### src/rtl/fetch_stage.sv
// Instruction fetch stage: keeps the PC, issues one instruction read at a time,
// and hands {pc, insn} packets to decode over the busy/send fetch-to-decode bus.
module fetch_stage #(
    parameter int                    ADDR_WIDTH = 32,
    parameter int                    INSN_WIDTH = 32,
    parameter logic [ADDR_WIDTH-1:0] RESET_PC   = '0
) (
    input  logic                  clk,
    input  logic                  reset,
    output logic                  mem_req_valid,
    output logic [ADDR_WIDTH-1:0] mem_req_addr,
    input  logic                  mem_req_ready,
    input  logic                  mem_resp_valid,
    input  logic [INSN_WIDTH-1:0] mem_resp_data,
    input  logic                  redirect_valid,
    input  logic [ADDR_WIDTH-1:0] redirect_pc,
    input  logic                  f2d_is_busy,
    output logic                  f2d_send,
    output logic [ADDR_WIDTH-1:0] f2d_pc,
    output logic [INSN_WIDTH-1:0] f2d_insn,
    output logic [31:0]           fetch_count
);

    typedef enum logic [1:0] {
        S_REQ,
        S_WAIT,
        S_SEND,
        S_DRAIN
    } state_t;

    state_t                  state, state_nxt;
    logic [ADDR_WIDTH-1:0]   pc, pc_nxt;
    logic [INSN_WIDTH-1:0]   insn_q, insn_nxt;
    logic [ADDR_WIDTH-1:0]   redir_tgt;
    logic                    req_fire;

    // Redirect targets are word aligned; the low two bits are forced to zero.
    assign redir_tgt = redirect_pc & {{(ADDR_WIDTH-2){1'b1}}, 2'b00};

    // Reset gating keeps the request and send strobes quiet during the reset cycle.
    assign mem_req_valid = (state == S_REQ) && !reset;
    assign mem_req_addr  = pc;
    assign req_fire      = mem_req_valid && mem_req_ready;

    assign f2d_send = (state == S_SEND) && !f2d_is_busy && !redirect_valid && !reset;
    assign f2d_pc   = f2d_send ? pc     : '0;
    assign f2d_insn = f2d_send ? insn_q : '0;

    always_ff @(posedge clk) begin
        if (reset) begin
            state       <= S_REQ;
            pc          <= RESET_PC;
            insn_q      <= '0;
            fetch_count <= '0;
        end else begin
            state  <= state_nxt;
            pc     <= pc_nxt;
            insn_q <= insn_nxt;
            if (f2d_send)
                fetch_count <= fetch_count + 32'd1;
        end
    end

    always_comb begin
        state_nxt = state;
        pc_nxt    = pc;
        insn_nxt  = insn_q;
        case (state)
            S_REQ: begin
                if (redirect_valid) begin
                    pc_nxt    = redir_tgt;
                    // An accepted request still owes a response that must be dropped.
                    state_nxt = req_fire ? S_DRAIN : S_REQ;
                end else if (req_fire) begin
                    state_nxt = S_WAIT;
                end
            end
            S_WAIT: begin
                if (redirect_valid) begin
                    pc_nxt    = redir_tgt;
                    state_nxt = mem_resp_valid ? S_REQ : S_DRAIN;
                end else if (mem_resp_valid) begin
                    insn_nxt  = mem_resp_data;
                    state_nxt = S_SEND;
                end
            end
            S_SEND: begin
                if (redirect_valid) begin
                    pc_nxt    = redir_tgt;
                    state_nxt = S_REQ;
                end else if (!f2d_is_busy) begin
                    pc_nxt    = pc + ADDR_WIDTH'(4);
                    state_nxt = S_REQ;
                end
            end
            S_DRAIN: begin
                if (redirect_valid)
                    pc_nxt = redir_tgt;
                if (mem_resp_valid)
                    state_nxt = S_REQ;
            end
            default: state_nxt = S_REQ;
        endcase
    end

endmodule

### config.mk
export PLATFORM = sky130hd
export DESIGN_NAME = fetch_stage
export DESIGN_NICKNAME = d
export VERILOG_FILES = /design/src/rtl/fetch_stage.sv
export SDC_FILE = /design/constraint.sdc
export NUM_CORES = 1
export LEC_CHECK = 0
export ABC_CLOCK_PERIOD_IN_PS = 5800
export BUFFER_PORTS_ARGS = -buffer_cell sky130_fd_sc_hd__buf_4
export CORE_MARGIN = 4
export CORE_UTILIZATION = 53
export DETAILED_ROUTE_END_ITERATION = 8
export MAX_ROUTING_LAYER = met4
export PLACE_DENSITY = 0.86
export SETUP_SLACK_MARGIN = 0.05
export SYNTH_ARGS = -nofsm -noshare
export SYNTH_HDL_FRONTEND = slang
export SYNTH_SLANG_ARGS = --single-unit
### constraint.sdc
create_clock -name clk -period 5.8 [get_ports clk]
set_input_delay 0.58 -clock clk [delete_from_list [all_inputs] [get_ports clk]]
set_output_delay 0.58 -clock clk [all_outputs]
set_load 0.01 [all_outputs]
==> results.py <==
metrics = {
    "outcome": {
        "outcome": "completed",
    },
    "synth": {
        "yosys_warnings": 0,
        "yosys-top-cells-count": "dfxtp_1 (96), nand2_1 (93), and3_1 (67)",
        "synth_edf_count": 0,
        "syn_area_mm2": 0.005096,
        "ys_seq_area_share_pct": 37.71,
        "ys_types": 55,
        "yosysTopAreaCellShare_pct": 37.71,
        "synth_ff_type": "dfxtp_1",
        "yosys.area.top_type": "dfxtp_1",
        "synthCells": 643,
        "ys_ff_latch": 96,
        "yosysMostFrequentCell": "dfxtp_1",
        "synth_area_leaders": "dfxtp_1 (38%), and3_1 (8.2%), nand2_1 (6.8%)",
        "avgSynthCellArea_um2": 7.926,
        "async_flop_share_pct": 0,
    },
    "drt": {
        "drt_iter0_markers": 271,
        "wirelength_mm": 14.82,
        "route.met2.wl_mm": 7.323,
        "antenna_left": 0,
        "wl_met3_mm": 1.311,
        "avgRoutedWirePerCell_um": 15.87,
        "viasPerCell": 5.507,
        "m1WireLength_mm": 5.967,
        "highest_layer": "met4",
        "dr_total_vias": 5144,
        "drtPass1Iterations": 5,
        "drc": 0,
    },
    "cts": {
        "cts_setup_buffers": 0,
        "cts_buffers": 9,
        "cts_root_buf": "clkbuf_8",
        "cts_htree_levels": 3,
        "postCtsHoldBufs": 0,
        "cts_resized": 0,
        "cts_buffer_depth": 2,
        "cts_tree": "done",
        "clk-insertion-delay-late_ns": 0.36,
        "clock-sinks": 96,
        "clk_pin_slew_ns": 0.09,
    },
    "worst_setup_path": {
        "slowest_stage": "nor2_4",
        "critPathKind": "in2out",
        "arrival_ns": 2.45,
        "crit_family": "simple AND/OR/NAND/NOR gates",
        "regToRegSetupSlack_ns": 3.27,
        "cp_common_cell": "buf_4",
        "path_buf_inv": 2,
        "cp-end-kind": "output port",
        "crit_fanout": 99,
        "cpPeakStageDelay_ns": 1.00,
        "worstPathRequired_ns": 5.22,
        "worstSetupStartpointType": "input pin",
        "crit_chain": "buf_4 > nor2_4 > and3_1 > buf_4",
    },
    "global_routing": {
        "track_usage_pct": 26.22,
        "grt_overflow": 0,
        "antenna_found_initial": 0,
        "grt_pass1_vias": 4938,
        "grt_pass1_wl_mm": 23.77,
        "grt_start_max_net_pins": 100,
    },
    "timing": {
        "min_period_over_period_pct": 52.27,
        "rsz0062_at_grt": "no",
        "hold_violations": 0,
        "fin_ws_ns": 2.768,
        "tightest_slew_ns": 1.212,
        "finalSetupTns_ns": 0,
        "max_clock_freq_mhz": 329.8,
        "final_max_slew_viol_count": 0,
        "skew_ns": 0.008666,
        "setup_viol": 0,
        "maxSlewHeadroom_pct": 19.00,
        "period_minus_slack_ns": 3.032,
    },
    "worst_hold_path": {
        "worstHoldPathType": "in2reg",
    },
    "layout": {
        "fin_util_pct": 72.22,
        "drive_above_1_share_pct": 29.07,
        "area_delta_synth_final_pct": 31.57,
        "final-instance-count-excl-fill": 934,
        "finalNetCount": 872,
        "antenna-diode-count": 0,
        "fillCellCount": 747,
        "multi_input_area_mm2": 0.002878,
        "ff_latch_area_mm2": 0.001922,
    },
    "floorplanning": {
        "die_h_um": 106.1,
        "die_area_mm2": 0.01125,
        "core_mm2": 0.009284,
        "io_pins": 200,
        "rows": 35,
        "fp.dieW_um": 106.1,
        "initial_core_util_pct": 54.89,
    },
    "power_and_ir_drop": {
        "power_density_mw_per_mm2": 199.7,
        "leakagePower_nw": 2.994,
        "max-vdd-ir-drop_mv": 0.1973,
        "power_mw": 1.339,
    },
    "placement": {
        "portBuffers": 193,
        "place_ws_ns": 2.613,
        "hpwl_mm": 10.37,
        "dp_cells": 918,
        "place_congestion": 0.8702,
    },
    "job": {
        "cap_violations": 0,
    },
}
## per-layer routing
metal / global-route usage [%] / up-vias
li1: - / 2535
met1: 31.93 / 2337
met2: 43.94 / 244
met3: 5.768 / 28
met4: 7.401 / 0
met5: - / -
## where the power goes
part | switching (mW) | total (mW) | internal, mW
Sequential | 0.0314 | 0.711 | 0.679
Combinational | 0.0809 | 0.159 | 0.0780
Clock | 0.252 | 0.469 | 0.218
## sequential cells by signal, indices dropped and copies added (netlist names)
| signal | cells |
|---|---|
| state | 2 |
| insn_q | 32 |
| mem_req_addr | 30 |
| fetch_count | 32 |
## logic make-up after synthesis
family	synth area share, %
AO/OA/AOI/OAI	11.86
XOR/XNOR	7.218
adder cells (fa/ha/maj)	0.4910
buffers and inverters	6.187
flip-flops	37.71
multiplexers	1.449
other	0.07359
AND/OR/NAND/NOR	35.01
## worst reg2reg max path, stage by stage, from the launching register on
cell      delay [ns]
dfxtp_1         0.47
nor3b_4         0.52
buf_4           0.53
nand2_1         0.14
nor2_1          0.43
a311oi_1        0.19
o21a_1          0.15
## through the flow
stage / cell area (µm²) / hold slack [ns]
3_3_place_gp: 6492 / 0.4371
3_5_place_dp: 6492 / 0.4418
5_1_grt: 6705 / 0.4153
2_1_floorplan: 5107 / 0.4319
6_report: 6705 / 0.4201
4_1_cts: 6705 / 0.4095
## cells in the final DEF (no fill, tap or decap), types with 2 or more instances in the layout
master and n:
a2111oi_0 2, a211oi_1 7, a21oi_1 56, a311oi_1 3, a41oi_1 2, and2_1 3
and3_1 67, and4_1 6, buf_4 194, clkbuf_8 10, clkinv_4 2, conb_1 4
dfxtp_1 96, ha_1 2, inv_1 20, mux2_2 3, mux2i_1 4, nand2_1 93
nand3_1 20, nand4_1 18, nand4_2 2, nand4_4 2, nor2_1 56, nor2b_1 10
nor3_1 19, nor3b_2 2, nor4_1 6, nor4_4 2, o21a_1 11, o21ai_0 10
or3_1 6, xnor2_1 33, xor2_1 9
## area by class of cell
cell class,instances,area share (%)
sequential,96,28.66
clock buffer,10,2.053
inverter,20,1.120
multi-input combinational,479,42.92
timing repair buffer,194,21.72
tap,129,2.407
clock inverter,6,1.120
## worst paths after layout
check	depth (start not counted)	to	start
setup / recovery	4	f2d_insn[8]	reset
hold reg to reg	2	insn_q[10]$_SDFFE_PP0P_	insn_q[10]$_SDFFE_PP0P_
hold / removal	3	mem_req_addr[28]$_SDFFE_PP0P_	redirect_pc[28]
setup reg to reg	6	mem_req_addr[14]$_SDFFE_PP0P_	state[1]$_SDFFE_PP0P_
Note: power is estimated with default switching activity, not from simulation.
